--- src/rtl/serial_alu.sv ---
// serial_alu: bit-serial ALU built from one full-adder slice, a 4:1 result select and a carry
// flop. It processes one operand bit per cycle, LSB first.
//
// Ops (op): 00 ADD, 01 SUB (a + ~b + 1), 10 AND, 11 OR.
//
// Ports:
//   clk, rst_n           clock, asynchronous active-low reset
//   in_valid / in_ready  operand handshake (a, b, op are sampled in the accept cycle)
//   out_valid / out_ready  result handshake
//   result, carry        WIDTH-bit result; ADD carry-out, SUB no-borrow, 0 for AND/OR
//   zero, overflow       result==0 and signed overflow; present only with SERIAL_ALU_FLAGS_EN
//
// Optional build macro: SERIAL_ALU_FLAGS_EN adds the registered zero/overflow flags.
module serial_alu #(
  parameter int unsigned WIDTH = 8
) (
  input  logic             clk,
  input  logic             rst_n,
  input  logic             in_valid,
  output logic             in_ready,
  input  logic [WIDTH-1:0] a,
  input  logic [WIDTH-1:0] b,
  input  logic [1:0]       op,
  output logic             out_valid,
  input  logic             out_ready,
  output logic [WIDTH-1:0] result,
  output logic             carry
`ifdef SERIAL_ALU_FLAGS_EN
  ,
  output logic             zero,
  output logic             overflow
`endif
);

  localparam int unsigned CntW = (WIDTH > 1) ? $clog2(WIDTH) : 1;

  localparam logic [1:0] OpAdd = 2'b00;
  localparam logic [1:0] OpSub = 2'b01;
  localparam logic [1:0] OpAnd = 2'b10;
  localparam logic [1:0] OpOr  = 2'b11;

  typedef enum logic [1:0] {StIdle, StBusy, StDone} state_e;

  state_e             state_q, state_d;
  logic [WIDTH-1:0]   a_q, a_d;
  logic [WIDTH-1:0]   b_q, b_d;
  logic [WIDTH-1:0]   res_q, res_d;
  logic               carry_q, carry_d;
  logic [1:0]         op_q, op_d;
  logic [CntW-1:0]    cnt_q, cnt_d;

  logic               fa_sum, fa_cout;
  logic               out_bit;
  logic               arith;
  logic               last_bit;
  logic [WIDTH-1:0]   res_shift;

  // Single full-adder slice fed by the LSBs of the operand shift registers.
  assign fa_sum  = a_q[0] ^ b_q[0] ^ carry_q;
  assign fa_cout = (a_q[0] & b_q[0]) | (carry_q & (a_q[0] ^ b_q[0]));

  assign arith    = ~op_q[1];
  assign last_bit = (cnt_q == CntW'(WIDTH - 1));

  // 4:1 result select, same encoding as op.
  always_comb begin
    out_bit = 1'b0;
    unique case (op_q)
      OpAdd, OpSub: out_bit = fa_sum;
      OpAnd:        out_bit = a_q[0] & b_q[0];
      OpOr:         out_bit = a_q[0] | b_q[0];
      default:      out_bit = 1'b0;
    endcase
  end

  // New bit enters at the MSB so the LSB-first stream lands in place after WIDTH shifts.
  assign res_shift = {out_bit, res_q[WIDTH-1:1]};

`ifdef SERIAL_ALU_FLAGS_EN
  logic zero_q, zero_d;
  logic ovf_q, ovf_d;
`endif

  always_comb begin
    state_d = state_q;
    a_d     = a_q;
    b_d     = b_q;
    res_d   = res_q;
    carry_d = carry_q;
    op_d    = op_q;
    cnt_d   = cnt_q;
`ifdef SERIAL_ALU_FLAGS_EN
    zero_d  = zero_q;
    ovf_d   = ovf_q;
`endif
    unique case (state_q)
      StIdle: begin
        if (in_valid) begin
          a_d     = a;
          b_d     = (op == OpSub) ? ~b : b;
          op_d    = op;
          carry_d = (op == OpSub);
          cnt_d   = '0;
`ifdef SERIAL_ALU_FLAGS_EN
          zero_d  = 1'b0;
          ovf_d   = 1'b0;
`endif
          state_d = StBusy;
        end
      end
      StBusy: begin
        res_d   = res_shift;
        a_d     = a_q >> 1;
        b_d     = b_q >> 1;
        carry_d = arith ? fa_cout : 1'b0;
        cnt_d   = cnt_q + CntW'(1);
        if (last_bit) begin
`ifdef SERIAL_ALU_FLAGS_EN
          zero_d = (res_shift == '0);
          // Carry into the MSB is the flop value; carry out is this cycle's adder carry.
          ovf_d  = arith ? (carry_q ^ fa_cout) : 1'b0;
`endif
          state_d = StDone;
        end
      end
      StDone: begin
        if (out_ready) begin
          state_d = StIdle;
        end
      end
      default: state_d = StIdle;
    endcase
  end

  always_ff @(posedge clk or negedge rst_n) begin
    if (!rst_n) begin
      state_q <= StIdle;
      a_q     <= '0;
      b_q     <= '0;
      res_q   <= '0;
      carry_q <= 1'b0;
      op_q    <= OpAdd;
      cnt_q   <= '0;
    end else begin
      state_q <= state_d;
      a_q     <= a_d;
      b_q     <= b_d;
      res_q   <= res_d;
      carry_q <= carry_d;
      op_q    <= op_d;
      cnt_q   <= cnt_d;
    end
  end

`ifdef SERIAL_ALU_FLAGS_EN
  always_ff @(posedge clk or negedge rst_n) begin
    if (!rst_n) begin
      zero_q <= 1'b0;
      ovf_q  <= 1'b0;
    end else begin
      zero_q <= zero_d;
      ovf_q  <= ovf_d;
    end
  end

  assign zero     = zero_q;
  assign overflow = ovf_q;
`endif

  assign in_ready  = (state_q == StIdle);
  assign out_valid = (state_q == StDone);
  assign result    = res_q;
  assign carry     = carry_q;

endmodule

--- config.mk ---
export PLATFORM = sky130hd
export DESIGN_NAME = serial_alu
export DESIGN_NICKNAME = d
export VERILOG_FILES = /design/src/rtl/serial_alu.sv
export SDC_FILE = /design/constraint.sdc
export NUM_CORES = 1
export LEC_CHECK = 0
export ABC_AREA = 0
export CORE_MARGIN = 4
export CORE_UTILIZATION = 41
export DETAILED_ROUTE_END_ITERATION = 8
export GPL_TIMING_DRIVEN = 0
export MAX_ROUTING_LAYER = met4
export PLACE_DENSITY = 0.69
export SYNTH_ARGS = -nofsm -noshare
export SYNTH_HDL_FRONTEND = slang
export SYNTH_SLANG_ARGS = --single-unit
--- constraint.sdc ---
create_clock -name clk -period 1.57 [get_ports clk]
set_clock_uncertainty 0.1 [all_clocks]
set_input_delay 0.2355 -clock clk [delete_from_list [all_inputs] [get_ports clk]]
set_output_delay 0.2355 -clock clk [all_outputs]
set_load 0.02 [all_outputs]
Word-level counts from Yosys, hierarchy flattened
Index checks and enable logic that the tools add are counted.
{"block": "word_totals", "reg_bits": 32, "elab_cells": 47, "out_inout_bits": 11}
{"block": "classes", "eq_ne": 10, "n_reduce_logical": 7, "n_addsub": 1, "n_mux": 15, "bitwise": 7}
{"cell": "8-bit one-hot mux with 2 select lines", "count": 2}
{"cell": "8-bit 2-to-1 mux", "count": 3}
{"cell": "8-bit NOT", "count": 1}
{"cell": "2-bit by 1-bit equality test with 1-bit output (second input constant)", "count": 3}
{"cell": "2-bit equality test (second input constant)", "count": 3}
{"cell": "2-bit 2-to-1 mux", "count": 3}
{"cell": "2-bit one-hot mux with 3 select lines", "count": 1}
{"cell": "3-bit one-hot mux with 2 select lines", "count": 1}
{"cell": "2-bit zero test", "count": 2}
{"cell": "2-bit != test (second input constant)", "count": 2}
{"cell": "2-bit AND reduction", "count": 2}
{"cell": "3-bit by 1-bit adder with 3-bit output (second input constant)", "count": 1}
{"cell": "3-bit equality test (second input constant)", "count": 1}
{"cell": "3-bit 2-to-1 mux", "count": 1}
{"cell": "1-bit one-hot mux with 3 select lines", "count": 1}
{"cell": "3-bit AND reduction", "count": 1}
{"cell": "1-bit bitwise AND", "count": 2}
{"cell": "1-bit 2-to-1 mux", "count": 2}
{"cell": "2-bit by 1-bit != test with 1-bit output (second input constant)", "count": 1}
{"cell": "1-bit OR", "count": 2}
{"cell": "1-bit one-hot mux with 2 select lines", "count": 1}
{"cell": "2-bit nonzero test", "count": 1}
{"cell": "2-bit OR reduction", "count": 1}
{"cell": "1-bit XOR", "count": 2}

Depth between registers and ports, before layout
Gate-level depths: netlist of run 1.
{"block": "depth", "ltp_word": 5, "mapped_depth": 5}

Worst setup path after synthesis of run 1
Ideal clock, no wire load.
{"block": "synth_timing", "path_type": "flip-flop to flip-flop", "start": "reg carry_q (netlist: carry)", "end": "reg carry_q (netlist: carry)", "setup_ns": 0.126, "path_stages_with_launch": 4, "t_arrival_ns": 1.255, "period_less_slack_ns": 1.481, "path_buffers": 0, "required_time_ns": 1.344, "slack_ns": 0.089, "path_cell_list": "dfrtp_1 fa_1 nor3b_1 a221o_1"}
{"block": "synth_via", "elab_chain_len": 4}
{"item": "from (decl)", "line": "48", "rtl": "logic carry_q, carry_d;"}
{"item": "from (signal assigned)", "line": "149", "rtl": "carry_q <= carry_d;"}
{"item": "1-bit bitwise AND", "line": "60", "rtl": "assign fa_cout = (a_q[0] & b_q[0]) | (carry_q & (a_q[0] ^ b_q[0]));"}
{"item": "1-bit OR", "line": "60"}
{"item": "1-bit 2-to-1 mux", "line": "115", "rtl": "carry_d = arith ? fa_cout : 1'b0;"}
{"item": "1-bit one-hot mux with 2 select lines", "line": "96", "rtl": "unique case (state_q)"}
Every way passes these cells.
A chain may end at the register's enable or synchronous reset.

Final worst setup path of run 1
{"block": "layout_timing", "start": "reg state_q[1]", "end": "reg op_q[1]"}
{"block": "layout_via", "elab_chain_len": 2}
{"item": "from (decl)", "line": "44", "rtl": "state_e state_q, state_d;"}
{"item": "from (signal assigned)", "line": "137", "rtl": "state_q <= StIdle;"}
{"item": "from (signal assigned)", "line": "145", "rtl": "state_q <= state_d;"}
{"item": "2-bit zero test", "line": "96"}
{"item": "2-bit AND reduction (no line)"}
{"item": "to (signal assigned)", "line": "142", "rtl": "op_q <= OpAdd;"}
{"item": "to (signal assigned)", "line": "150", "rtl": "op_q <= op_d;"}
{"item": "to (decl)", "line": "49", "rtl": "logic [1:0] op_q, op_d;"}
Every way passes these cells.

==> flow_metrics.env, run 1 <==
export IMPL_outcome="finished clean"
export IMPL_num_vias=1275
export IMPL_synth_area_per_cell_sq_um=10.0
export IMPL_cts_htree_levels=2
export IMPL_cts_root_buf="clkbuf_8"
export IMPL_stdcell_area_sq_mm=0.00207
export IMPL_drive_gt1_share_pct=15.2
export IMPL_hold_class="flip-flop to flip-flop"
export IMPL_crit_arrival_ps=1630
export IMPL_insertion_delay_ps=290
export IMPL_clkTransAtPathRegs_ps=70
export IMPL_via_per_inst=5.18
export IMPL_placed_area_sq_mm=0.00192
export IMPL_maxCapViolCount=0
export IMPL_antenna_found_initial=0
export IMPL_die_h_um=69.4
export IMPL_setup_tns_ps=0
export IMPL_stdcell_count=246
export IMPL_p_total_mw=3.88
export IMPL_crit_path_end_kind="flip-flop"
export IMPL_overflow=0
export IMPL_post_dp_hpwl_mm=2.57
export IMPL_setup_violations=0
export IMPL_hold_path_startpoint="result[0]$_DFFE_PN0N_"
export IMPL_worst_slew_pin_slew_ps=715
export IMPL_power_leakage_nw=0.971
export IMPL_io_buffers=32
export IMPL_synthCells=154
export IMPL_wirelength_mm=3.62
export IMPL_synth_seq_cells=32
export IMPL_drtIter0Drc=39
export IMPL_synth_ff_type="dfrtp_1"
export IMPL_cp_max_fo=11
export IMPL_fmax_mhz=645
export IMPL_netlist_area_sq_mm=0.00155
export IMPL_grt_usage_pct=16.5
export IMPL_yosysWarnings=0
export IMPL_final_common_cell="dfrtp_1"
export IMPL_grt_pass1_wl_mm=6.15
export IMPL_crit_path_start_kind="flip-flop"
export IMPL_cts_sinks=32
export IMPL_vdd_drop_max_v=0.000778
export IMPL_cts_inserted_buffers=5
export IMPL_cts_buffer_depth=2
export IMPL_rows=22
export IMPL_r2r_start="state_q[1]$_DFFE_PN0P_"
export IMPL_final_cell_mix="32 x dfrtp_1, 27 x nand2_1, 20 x clkdlybuf4s50_1"
export IMPL_cp_required_ps=1650
export IMPL_postSynthNetCount=181
export IMPL_pin_count=33
export IMPL_async_reset_ff_share_pct=100
export IMPL_synth_edf_count=0
export IMPL_fin_crit_ps=1550
export IMPL_cts_tree="built"
export IMPL_ant_nets=0
export IMPL_hold_viol=0
export IMPL_setup_ws_ps=18.7
export IMPL_fill_cells=357
export IMPL_dp_slack_ps=-424
export IMPL_maxSlewViolCount=0
export IMPL_crit_path_start="state_q[1]$_DFFE_PN0P_"
export IMPL_wl_per_cell_um=14.7
export IMPL_ys_seq_area_share_pct=51.8
export IMPL_slew_limit_headroom_pct=52.3
export IMPL_die_w_um=69.4
export IMPL_core_region_area_sq_mm=0.00366
export IMPL_start_util_pct=42.2
export IMPL_gp_congestion=0.812
export IMPL_drc=0
export IMPL_p_per_area_mw_per_mm2=1870
export IMPL_grt_pass1_vias=1319
export IMPL_grt_max_degree=33
export IMPL_first_pass_iters=4
export IMPL_antenna_cells=0
export IMPL_min_period_over_period_pct=98.8
export IMPL_post_place_cells=234
export IMPL_crit_type="flip-flop to flip-flop"
export IMPL_rsz0062_at_grt="yes"
export IMPL_fin_nets=224
export IMPL_syn_to_final_growth_pct=34.1
export IMPL_die_area_sq_mm=0.00482
export IMPL_synth_distinct_cells=31
synthesized netlist by cell type (all sizes together) (2+ instances only):
library cell / count / area [sq um]
nand2b: 2 / 12.5
and2b: 6 / 45.0
a22oi: 9 / 67.6
buf: 6 / 37.5
ha: 4 / 50.1
nand3: 4 / 20.0
xnor2: 8 / 70.1
o22ai: 5 / 31.3
nand2: 27 / 101
inv: 4 / 15.0
nor2: 2 / 7.51
a21oi: 11 / 55.1
nor2b: 5 / 31.3
o21ai: 13 / 65.1
dfrtp: 32 / 801
clkbuf: 4 / 15.0
mux2: 2 / 26.3
through the flow:
stage / util, % / hold slack [ps]
after CTS: 56.5 / 387
after global routing: 56.7 / 412
after detailed placement: 52.5 / 234
final: 56.7 / 383
after floorplan: - / -160
after global placement: 52.6 / 360
where the power goes:
group	leakage [nW]	switching, mW	total [mW]	internal, mW
clock network	0.0541	0.315	0.784	0.469
logic	0.520	0.889	1.61	0.724
registers	0.397	0.277	1.48	1.20
total	0.971	1.48	3.88	2.40
state kept, by name, indices dropped and copies added, names as in the netlist:
signal and cells:
a_q 8, b_q 8, result 8, cnt_q 3, op_q 2, state_q 2
carry 1
routing by layer:
layer	global-route usage (%)	up-vias	wire length, um
met3	4.93	5	170
met4	4.56	0	44
met1	18.5	625	1490
met5	-	-	0
li1	-	613	-
met2	28.4	32	1920
logic make-up (layout without fill, tap and decap cells):
kind of cell	count (synthesis)	in the layout	synth area share, %
flip-flops	32	32	51.8
adder cells (fa/ha/maj)	5	5	4.53
AND/OR/NAND/NOR	48	48	15.1
XOR/XNOR	8	8	4.53
buffers and inverters	14	58	4.37
AO/OA/AOI/OAI	45	45	18.0
multiplexers	2	2	1.70
area by class of cell:
cell class              count  area [sq um]  area share, %
repair buffers             37           339           16.3
clock inverters             3          42.5           2.05
flip-flops and latches     32           801           38.6
clock buffers               5          68.8           3.32
multi-input cells         108           686           33.1
plain buffers               9          62.6           3.02
inverters                   4          15.0          0.724
well taps                  48          60.1           2.90
final timing paths:
kind | cells past startpoint | endpoint | slack [ps]
max reg2reg | 3 | op_q[1]$_DFFE_PN0P_ | 20
min in group asynchronous | 2 | cnt_q[0]$_DFFE_PN0P_ | 440
max in group asynchronous | 2 | a_q[4]$_DFFE_PN0P_ | 460
min | 2 | result[0]$_DFFE_PN0N_ | 380
max | 3 | op_q[1]$_DFFE_PN0P_ | 20
min reg2reg | 2 | result[0]$_DFFE_PN0N_ | 380
worst max-delay path, stage by stage (launching register included):
cell     delay (ps)
dfrtp_1         410
buf_4           160
or3b_4          460
mux2_4          320
timing repair:
item,in CTS,in global routing
gates cloned,0,0
gates resized for setup,28,6
hold buffers,1,0
buffers inserted,4,0
setup endpoints to repair,12,14
hold endpoints to repair,32,0
No activity file was read; power rests on OpenSTA's default activity.
==> inputs of run 2 (changes only) <==
--- a/config.mk
+++ b/config.mk
@@ -7,11 +7,11 @@
 export LEC_CHECK = 0
 export ABC_AREA = 0
 export CORE_MARGIN = 4
-export CORE_UTILIZATION = 41
+export CORE_UTILIZATION = 40
 export DETAILED_ROUTE_END_ITERATION = 8
 export GPL_TIMING_DRIVEN = 0
 export MAX_ROUTING_LAYER = met4
-export PLACE_DENSITY = 0.69
+export PLACE_DENSITY = 0.65
 export SYNTH_ARGS = -nofsm -noshare
 export SYNTH_HDL_FRONTEND = slang
 export SYNTH_SLANG_ARGS = --single-unit
==> constraint.sdc (replaced) <==
create_clock -name clk -period 2 [get_ports clk]
set_clock_uncertainty 0.1 [all_clocks]
set_input_delay 0.3 -clock clk [delete_from_list [all_inputs] [get_ports clk]]
set_output_delay 0.3 -clock clk [all_outputs]
set_load 0.02 [all_outputs]
==> run 2 against run 1 <==
Net effect:
- worst setup slack better by 120 ps
- combinational power shrank 25%
- global-route usage down 1.6 points
- register-to-register slack gained 330 ps
- hold slack lost 8.9 ps
- non-clock buffer count fell by 4
- utilization decreased by 2.0 points
- power is 26% lower
- final area decreased by 2.8%
- clock-buffer cell count increased by 3
- clock power shrank 37%
- first-iteration DRC count shrank 15%
==> flow_metrics.env, run 2 (synthesis gave the netlist of run 1 again) <==
export IMPL_outcome="finished clean"
export IMPL_overflow=0
export IMPL_drtIter0Drc=33
export IMPL_min_period_over_period_pct=92.9
export IMPL_grt_usage_pct=14.8
export IMPL_crit_path_cell_trace="clkbuf_1, nor2_1, dlygate4sd2_1"
export IMPL_cts_setup_buffers=0
export IMPL_die_area_sq_mm=0.00493
export IMPL_antenna_cells=0
export IMPL_drc=0
export IMPL_multiInputGateArea_sq_um=678
export IMPL_fin_util_pct=54.7
export IMPL_fmax_mhz=538
export IMPL_path_buf_inv=2
export IMPL_rr_worst_depth=4
export IMPL_die_w_um=70.2
export IMPL_cts_buffer_depth=2
export IMPL_max_stage_delay_ps=410
export IMPL_core_region_area_sq_mm=0.00369
export IMPL_first_pass_iters=4
export IMPL_cts_htree_levels=2
export IMPL_die_h_um=70.2
export IMPL_maxCapViolCount=0
export IMPL_stdcell_count=242
export IMPL_worst_slew_pin_slew_ps=720
export IMPL_cts_sinks=32
export IMPL_num_vias=1200
export IMPL_final_common_cell="dfrtp_1"
export IMPL_min_path_cells=2
export IMPL_hold_class="flip-flop to flip-flop"
export IMPL_holdPathEnd="result[0]$_DFFE_PN0N_"
export IMPL_ant_nets=0
export IMPL_gp_congestion=0.791
export IMPL_crit_path_end_kind="output pin"
export IMPL_cp_required_ps=1600
export IMPL_cts_tree="built"
export IMPL_reg2reg_slack_ps=350
export IMPL_fin_nets=220
export IMPL_grt_max_degree=33
export IMPL_grt_pass1_wl_mm=5.65
export IMPL_cp_slowest_cell="dfrtp_1"
export IMPL_cp_max_fo=10
export IMPL_setup_violations=0
export IMPL_hold_viol=0
export IMPL_start_util_pct=41.9
export IMPL_drive_gt1_share_pct=8.25
export IMPL_clkTransAtPathRegs_ps=60
export IMPL_grt_pass1_vias=1225
export IMPL_r2r_end="carry$_DFFE_PN0P_"
export IMPL_final_cell_mix="31 x dfrtp_1, 29 x clkdlybuf4s50_1, 27 x nand2_1"
export IMPL_crit_family="buffers and inverters"
export IMPL_r2r_start="state_q[1]$_DFFE_PN0P_"
export IMPL_crit_arrival_ps=1460
export IMPL_hold_path_startpoint="result[0]$_DFFE_PN0N_"
export IMPL_via_per_inst=4.96
export IMPL_antenna_found_initial=0
export IMPL_io_buffers=32
export IMPL_crit_type="flip-flop to output pin"
export IMPL_vdd_drop_max_v=0.000651
export IMPL_cp_depth=3
export IMPL_setup_tns_ps=0
export IMPL_cts_inserted_buffers=5
export IMPL_insertion_delay_ps=280
export IMPL_wl_per_cell_um=13.2
export IMPL_syn_to_final_growth_pct=30.4
export IMPL_register_area_sq_um=802
export IMPL_power_leakage_nw=0.907
export IMPL_maxSlewViolCount=0
export IMPL_fin_crit_ps=1860
export IMPL_crit_path_start_kind="flip-flop"
export IMPL_whs_ps=374
export IMPL_pin_count=33
export IMPL_cts_root_buf="clkbuf_8"
export IMPL_p_per_area_mw_per_mm2=1430
export IMPL_post_place_cells=234
export IMPL_slew_limit_headroom_pct=52.0
export IMPL_post_dp_hpwl_mm=2.35
export IMPL_wirelength_mm=3.20
export IMPL_rows=22
export IMPL_fill_cells=354
export IMPL_rsz0062_at_grt="no"
## run 2: worst max-delay path by stage
stage	end	slack, ps	startpoint
2_1_floorplan	carry$_DFFE_PN0P_	520	carry$_DFFE_PN0P_
3_3_place_gp	cnt_q[1]$_DFFE_PN0P_	-80	rst_n
3_5_place_dp	out_valid	-90	state_q[1]$_DFFE_PN0P_
4_1_cts	in_ready	130	state_q[0]$_DFFE_PN0P_
5_1_grt	in_ready	20	state_q[0]$_DFFE_PN0P_
6_report	in_ready	140	state_q[0]$_DFFE_PN0P_
## run 2: power by group
part | total, mW | switching, mW | internal, mW | leakage, nW
clock network | 0.496 | 0.216 | 0.280 | 0.0455
registers | 1.17 | 0.225 | 0.946 | 0.396
logic | 1.21 | 0.648 | 0.564 | 0.466
total | 2.88 | 1.09 | 1.79 | 0.907
## run 2: metal layers
| layer | routed length, um | GRT usage (%) | vias to the layer above |
|---|---|---|---|
| met5 | 0 | - | - |
| met3 | 130 | 5.18 | 4 |
| met2 | 1590 | 23.7 | 24 |
| li1 | - | - | 608 |
| met1 | 1440 | 18.0 | 564 |
| met4 | 32 | 3.83 | 0 |
## run 2: per-stage QoR
stage | cell area, sq um | setup slack (ps) | total power [mW]
2_1_floorplan | 1550 | 519 | 1.96
3_3_place_gp | 1930 | -79.3 | 2.37
3_5_place_dp | 1920 | -94.4 | 2.43
4_1_cts | 2020 | 127 | 2.93
5_1_grt | 2020 | 17.2 | 3.15
6_report | 2020 | 141 | 2.88
## run 2: worst min-delay path, delay by kind of cell (launching register included)
family / cells / cell delay (ps)
simple gates: 2 / 100
flops: 1 / 340
## run 2: repair_timing
action | CTS | global route
endpoints found under the hold margin | 24 | 0
setup endpoints to repair | 2 | 0
hold buffers | 1 | 0
resized for setup | 3 | 0
## run 2: layout make-up
type | count | area share [%]
multi-input cells | 108 | 33.6
flip-flops and latches | 32 | 39.8
clock buffers | 8 | 4.47
well taps | 48 | 2.98
inverters | 4 | 0.744
plain buffers | 9 | 2.42
repair buffers | 33 | 16.0
